<file path="src/rtl/programmable_logic_unit.sv">
// Serially reconfigurable N_IN-input lookup table with a registered evaluation path.
// The truth table is shifted in MSB-first through a shadow register and committed atomically.
module programmable_logic_unit #(
  parameter int                   N_IN    = 3,
  parameter logic [(1<<N_IN)-1:0] TT_INIT = 8'hF0,
  parameter int                   CNT_W   = 8
) (
  input  logic             i_clk,
  input  logic             i_rst_n,
  input  logic             i_cfg_en,
  input  logic             i_cfg_bit,
  input  logic             i_in_valid,
  input  logic [N_IN-1:0]  i_in_data,
  output logic             o_f,
  output logic             o_out_valid,
  output logic             o_cfg_done,
  output logic             o_busy,
  output logic             o_in_drop,
  output logic [CNT_W-1:0] o_eval_count
);

  localparam int TT_W = 1 << N_IN;
  localparam logic [N_IN-1:0] LAST_IDX = '1;

  typedef enum logic {S_RUN = 1'b0, S_LOAD = 1'b1} state_t;

  state_t            r_state;
  state_t            w_state_next;
  logic [TT_W-1:0]   r_table;
  logic [TT_W-1:0]   r_shadow;
  logic [N_IN-1:0]   r_bit_cnt;
  logic              r_f;
  logic              r_out_valid;
  logic              r_cfg_done;
  logic              r_in_drop;
  logic [CNT_W-1:0]  r_eval_count;

  logic              w_busy;
  logic              w_commit;
  logic              w_eval;
  logic              w_drop;

  always_ff @(posedge i_clk) begin
    if (!i_rst_n) begin
      r_state <= S_RUN;
    end else begin
      r_state <= w_state_next;
    end
  end

  always_comb begin
    w_state_next = r_state;
    case (r_state)
      S_RUN:  if (i_cfg_en) w_state_next = S_LOAD;
      S_LOAD: if (!i_cfg_en || r_bit_cnt == LAST_IDX) w_state_next = S_RUN;
      default: w_state_next = S_RUN;
    endcase
  end

  // r_bit_cnt counts bits already shifted; the LOAD cycle that sees LAST_IDX carries the final bit.
  always_comb begin
    w_busy   = (r_state == S_LOAD);
    w_commit = w_busy && i_cfg_en && (r_bit_cnt == LAST_IDX);
    w_eval   = !w_busy && i_in_valid && !i_cfg_en;
    w_drop   = i_in_valid && !w_eval;
  end

  always_ff @(posedge i_clk) begin
    if (!i_rst_n) begin
      r_table      <= TT_INIT;
      r_shadow     <= '0;
      r_bit_cnt    <= '0;
      r_f          <= 1'b0;
      r_out_valid  <= 1'b0;
      r_cfg_done   <= 1'b0;
      r_in_drop    <= 1'b0;
      r_eval_count <= '0;
    end else begin
      if (i_cfg_en) begin
        r_shadow <= {r_shadow[TT_W-2:0], i_cfg_bit};
      end
      if (!i_cfg_en || w_commit) begin
        r_bit_cnt <= '0;
      end else begin
        r_bit_cnt <= r_bit_cnt + N_IN'(1);
      end
      if (w_commit) begin
        r_table <= {r_shadow[TT_W-2:0], i_cfg_bit};
      end
      r_cfg_done  <= w_commit;
      r_in_drop   <= w_drop;
      r_out_valid <= w_eval;
      if (w_eval) begin
        r_f <= r_table[i_in_data];
        if (r_eval_count != '1) begin
          r_eval_count <= r_eval_count + CNT_W'(1);
        end
      end
    end
  end

  assign o_f          = r_f;
  assign o_out_valid  = r_out_valid;
  assign o_cfg_done   = r_cfg_done;
  assign o_busy       = w_busy;
  assign o_in_drop    = r_in_drop;
  assign o_eval_count = r_eval_count;

endmodule
</file>
<file path="config.mk">
export PLATFORM = sky130hd
export DESIGN_NAME = programmable_logic_unit
export DESIGN_NICKNAME = d
export VERILOG_FILES = /design/src/rtl/programmable_logic_unit.sv
export SDC_FILE = /design/constraint.sdc
export NUM_CORES = 1
export LEC_CHECK = 0
export CAP_MARGIN = 0
export CELL_PAD_IN_SITES_DETAIL_PLACEMENT = 1
export CELL_PAD_IN_SITES_GLOBAL_PLACEMENT = 1
export CORE_ASPECT_RATIO = 0.6
export CORE_UTILIZATION = 47
export DETAILED_ROUTE_END_ITERATION = 6
export DONT_BUFFER_PORTS = 1
export GPL_ROUTABILITY_DRIVEN = 0
export PLACE_DENSITY_LB_ADDON = 0.1
export SYNTH_ARGS = -nofsm -noshare
export SYNTH_HDL_FRONTEND = slang
export SYNTH_SLANG_ARGS = --single-unit
</file>
<file path="constraint.sdc">
create_clock -name i_clk -period 1.56 [get_ports i_clk]
set_input_delay 0.156 -clock i_clk [delete_from_list [all_inputs] [get_ports i_clk]]
set_output_delay 0.156 -clock i_clk [all_outputs]
set_load 0.005 [all_outputs]
</file>
==> results.toml <==
[worst_hold_path]
hp-class = "input port to register"
holdPathEnd = "r_shadow[1]$_SDFFE_PN0P_"
hold_path_depth = 1
worstHoldStart = "i_rst_n"

[worst_setup_path]
reg2reg_depth = 5
setup.worst_path.start_class = "register"
slowest_delay_ns = 0.39
crit_chain = "ha_1, nand3_1, nand3b_1, o211ai_1, o31ai_1"
cpMaxStageDelayCell = "dfxtp_1"
crit_type = "register to register"
critPathMaxFanout = 4
rrSetupSlack_ns = 0.1
arrival_ns = 1.62
crit_buf_inv = 0
r2r_start = "o_eval_count[1]$_SDFFE_PN0P_"
crit_path_end_kind = "register"
cpLargestDelayFamily = "simple AND/OR/NAND/NOR gates"
r2r_end = "o_eval_count[6]$_SDFFE_PN0P_"
required_ns = 1.72

[cts]
clk_path_buf_depth = 2
cts_made_buffers = 5
cts_tree = "done"
root_buffer = "clkbuf_8"
htreeDepth = 2
clk_pin_slew_ns = 0.07
clock_latency_ns = 0.28
clock_sinks = 31

[synth]
syn-num-nets = 125
synth_top_area_share_pct = 49.5
synthTopCellsByArea = "dfxtp_1, mux2i_1, nor2b_1"
ys_types = 27
avgSynthCellArea_um2 = 11.0
postSynthCellCount = 114
ys.flop_type = "dfxtp_1"
synth-seq-cells = 31
synth_area_leader_cell = "dfxtp_1"
ys_seq_area_share_pct = 49.5
async_flop_share_pct = 0
synth-edff-count = 0
ys.warnings.count = 0
syn_area_um2 = 1250

[floorplanning]
rows = 14
die_width_um = 68.7
core_um2 = 2520
die_y_um = 42.0
initial_utilization_pct = 49.8
num_io_pins = 21
dieArea_um2 = 2890

[status]
status = "finished clean"

[place]
placed_cell_area_um2 = 1300
numPortBuffers = 0
hpwl_mm = 1.74

[sta]
finClkSkew_ns = 0.00409
clock.fmax_mhz = 685
worstMarginPinSlew_ns = 0.308
slew_viol_final = 0
setup_viol = 0
rsz0062_at_grt = "false"
relSlewSlack_pct = 79.5
hold_violations = 0
finalSetupTns_ns = 0
timing.final.crit_share_pct = 93.6
timing.final.crit_period_ns = 1.46

[route]
route.detailed.drc = 0
dr.pass1.iters = 3
wl_per_cell_um = 16.3
vias_per_cell = 5.32
vias = 835
drt-total-wl_mm = 2.56
detail_route.iter0.violations = 22
ant_nets = 0

[grt]
grt_max_degree = 26
grt_pass1_wl_mm = 4.10
antenna_found_initial = 0
grt_pass1_vias = 841
overflow = 0
grt_usage_pct = 20.9

[cells_and_area]
nFillCells = 286
diodes = 0
syn_to_final_growth_pct = 14.7
postLayoutCellArea_um2 = 1440
nets = 135
seqCellArea_um2 = 621
drive_gt1_share_pct = 13.6
multi_input_area_um2 = 614

[power_and_ir_drop]
pwr_density_cell_nw_per_um2 = 1090
irDropWorstVdd_mv = 0.622
p_leak_nw = 0.606

[run]
drv_cap = 0
## registers in the layout (all words and copies together), names as in the netlist
register,count
o_f,1
o_busy,1
r_table,8
o_eval_count,8
r_shadow,7
o_cfg_done,1
r_bit_cnt,3
o_out_valid,1
o_in_drop,1
## cells in the final DEF (no fill, tap or decap), drive strengths merged
cell type     n
dfxtp        31
mux2i        16
nor2b        13
nand2         9
clkbuf        8
and2          7
xnor2         4
buf           4
nand2b        3
o22a          3
ha            3
dlygate4sd3   3
o211ai        3
a21oi         2
nand4         2
nor2          2
mux4          2
nand3         2
o21ai         2
nor3b         1
nand3b        1
o31ai         1
and3          1
inv           1
nor3          1
## worst register-to-register path, stage by stage (launching register included)
cell and delay [ns]:
dfxtp_1 0.39, ha_1 0.20, nand3_1 0.17, nand3b_1 0.29
o211ai_1 0.21, o31ai_1 0.09
## final cells by class
type	count	area share, %
clock buffers	8	6.96
inverters	1	0.261
multi-input cells	78	42.7
flip-flops and latches	31	43.1
well taps	32	2.78
repair buffers	7	4.17
## power breakdown
| group | internal [mW] | switching (mW) | total (mW) |
|---|---|---|---|
| combinational | 0.0384 | 0.0233 | 0.0616 |
| sequential | 0.806 | 0.0125 | 0.818 |
| clock | 0.402 | 0.290 | 0.693 |
| total | 1.25 | 0.326 | 1.57 |
## cell usage after synthesis, types with 2 or more instances
| cell | number |
|---|---|
| nor2_1 | 2 |
| mux4_2 | 2 |
| nand2_1 | 9 |
| dfxtp_1 | 31 |
| nand4_1 | 2 |
| xnor2_1 | 4 |
| and2_1 | 7 |
| nor2b_1 | 13 |
| clkbuf_1 | 3 |
| ha_1 | 3 |
| o22a_1 | 3 |
| a21oi_1 | 2 |
| o211ai_1 | 2 |
| mux2i_1 | 16 |
| nand2b_1 | 3 |
## metrics by stage
stage | power, mW | hold WS, ns | std cells | util (%) | setup WS, ns
floorplan | 0.885 | 0.270 | 114 | - | 0.266
global placement | 0.883 | 0.222 | 145 | 51.6 | 0.117
detailed placement | 0.886 | 0.226 | 145 | 51.6 | 0.112
CTS | 1.58 | 0.000619 | 155 | 56.3 | 0.102
global route | 1.63 | 0.00157 | 157 | 57.0 | 0.0154
finish | 1.57 | 0.0111 | 157 | 57.0 | 0.0994
## layer usage
| metal | wire length (um) | vias to the layer above | GRT usage (%) |
|---|---|---|---|
| met2 | 1070 | 13 | 27.5 |
| met5 | 0 | - | 0 |
| met4 | 34 | 0 | 9.80 |
| li1 | - | 418 | - |
| met1 | 1350 | 399 | 29.2 |
| met3 | 103 | 5 | 8.70 |
## what timing repair did
action                                 in CTS  in global routing
setup buffers                               0                  1
setup endpoints to repair                   0                  2
resized for setup                           0                  0
endpoints found under the hold margin       5                  2
hold buffers                                2                  1
## logic make-up after synthesis
family          synth area share (%)
fa+ha+maj                       2.99
compound gates                  6.48
buf+inv                         1.59
xor+xnor                        2.79
mux                             16.4
flops                           49.5
simple gates                    20.3
## worst max-delay path by stage
| stage | slack, ns | end | start | cells past startpoint |
|---|---|---|---|---|
| 2_1_floorplan | 0.27 | o_eval_count[4]$_SDFFE_PN0P_ | o_eval_count[0]$_SDFFE_PN0P_ | 5 |
| 3_3_place_gp | 0.12 | o_eval_count[7]$_SDFFE_PN0P_ | o_busy$_SDFF_PN0_ | 4 |
| 3_5_place_dp | 0.11 | o_eval_count[7]$_SDFFE_PN0P_ | o_busy$_SDFF_PN0_ | 4 |
| 4_1_cts | 0.10 | o_eval_count[7]$_SDFFE_PN0P_ | o_busy$_SDFF_PN0_ | 4 |
| 5_1_grt | 0.02 | o_eval_count[6]$_SDFFE_PN0P_ | o_eval_count[1]$_SDFFE_PN0P_ | 5 |
| 6_report | 0.1 | o_eval_count[6]$_SDFFE_PN0P_ | o_eval_count[1]$_SDFFE_PN0P_ | 5 |
Note: power is estimated with default switching activity, not from simulation.
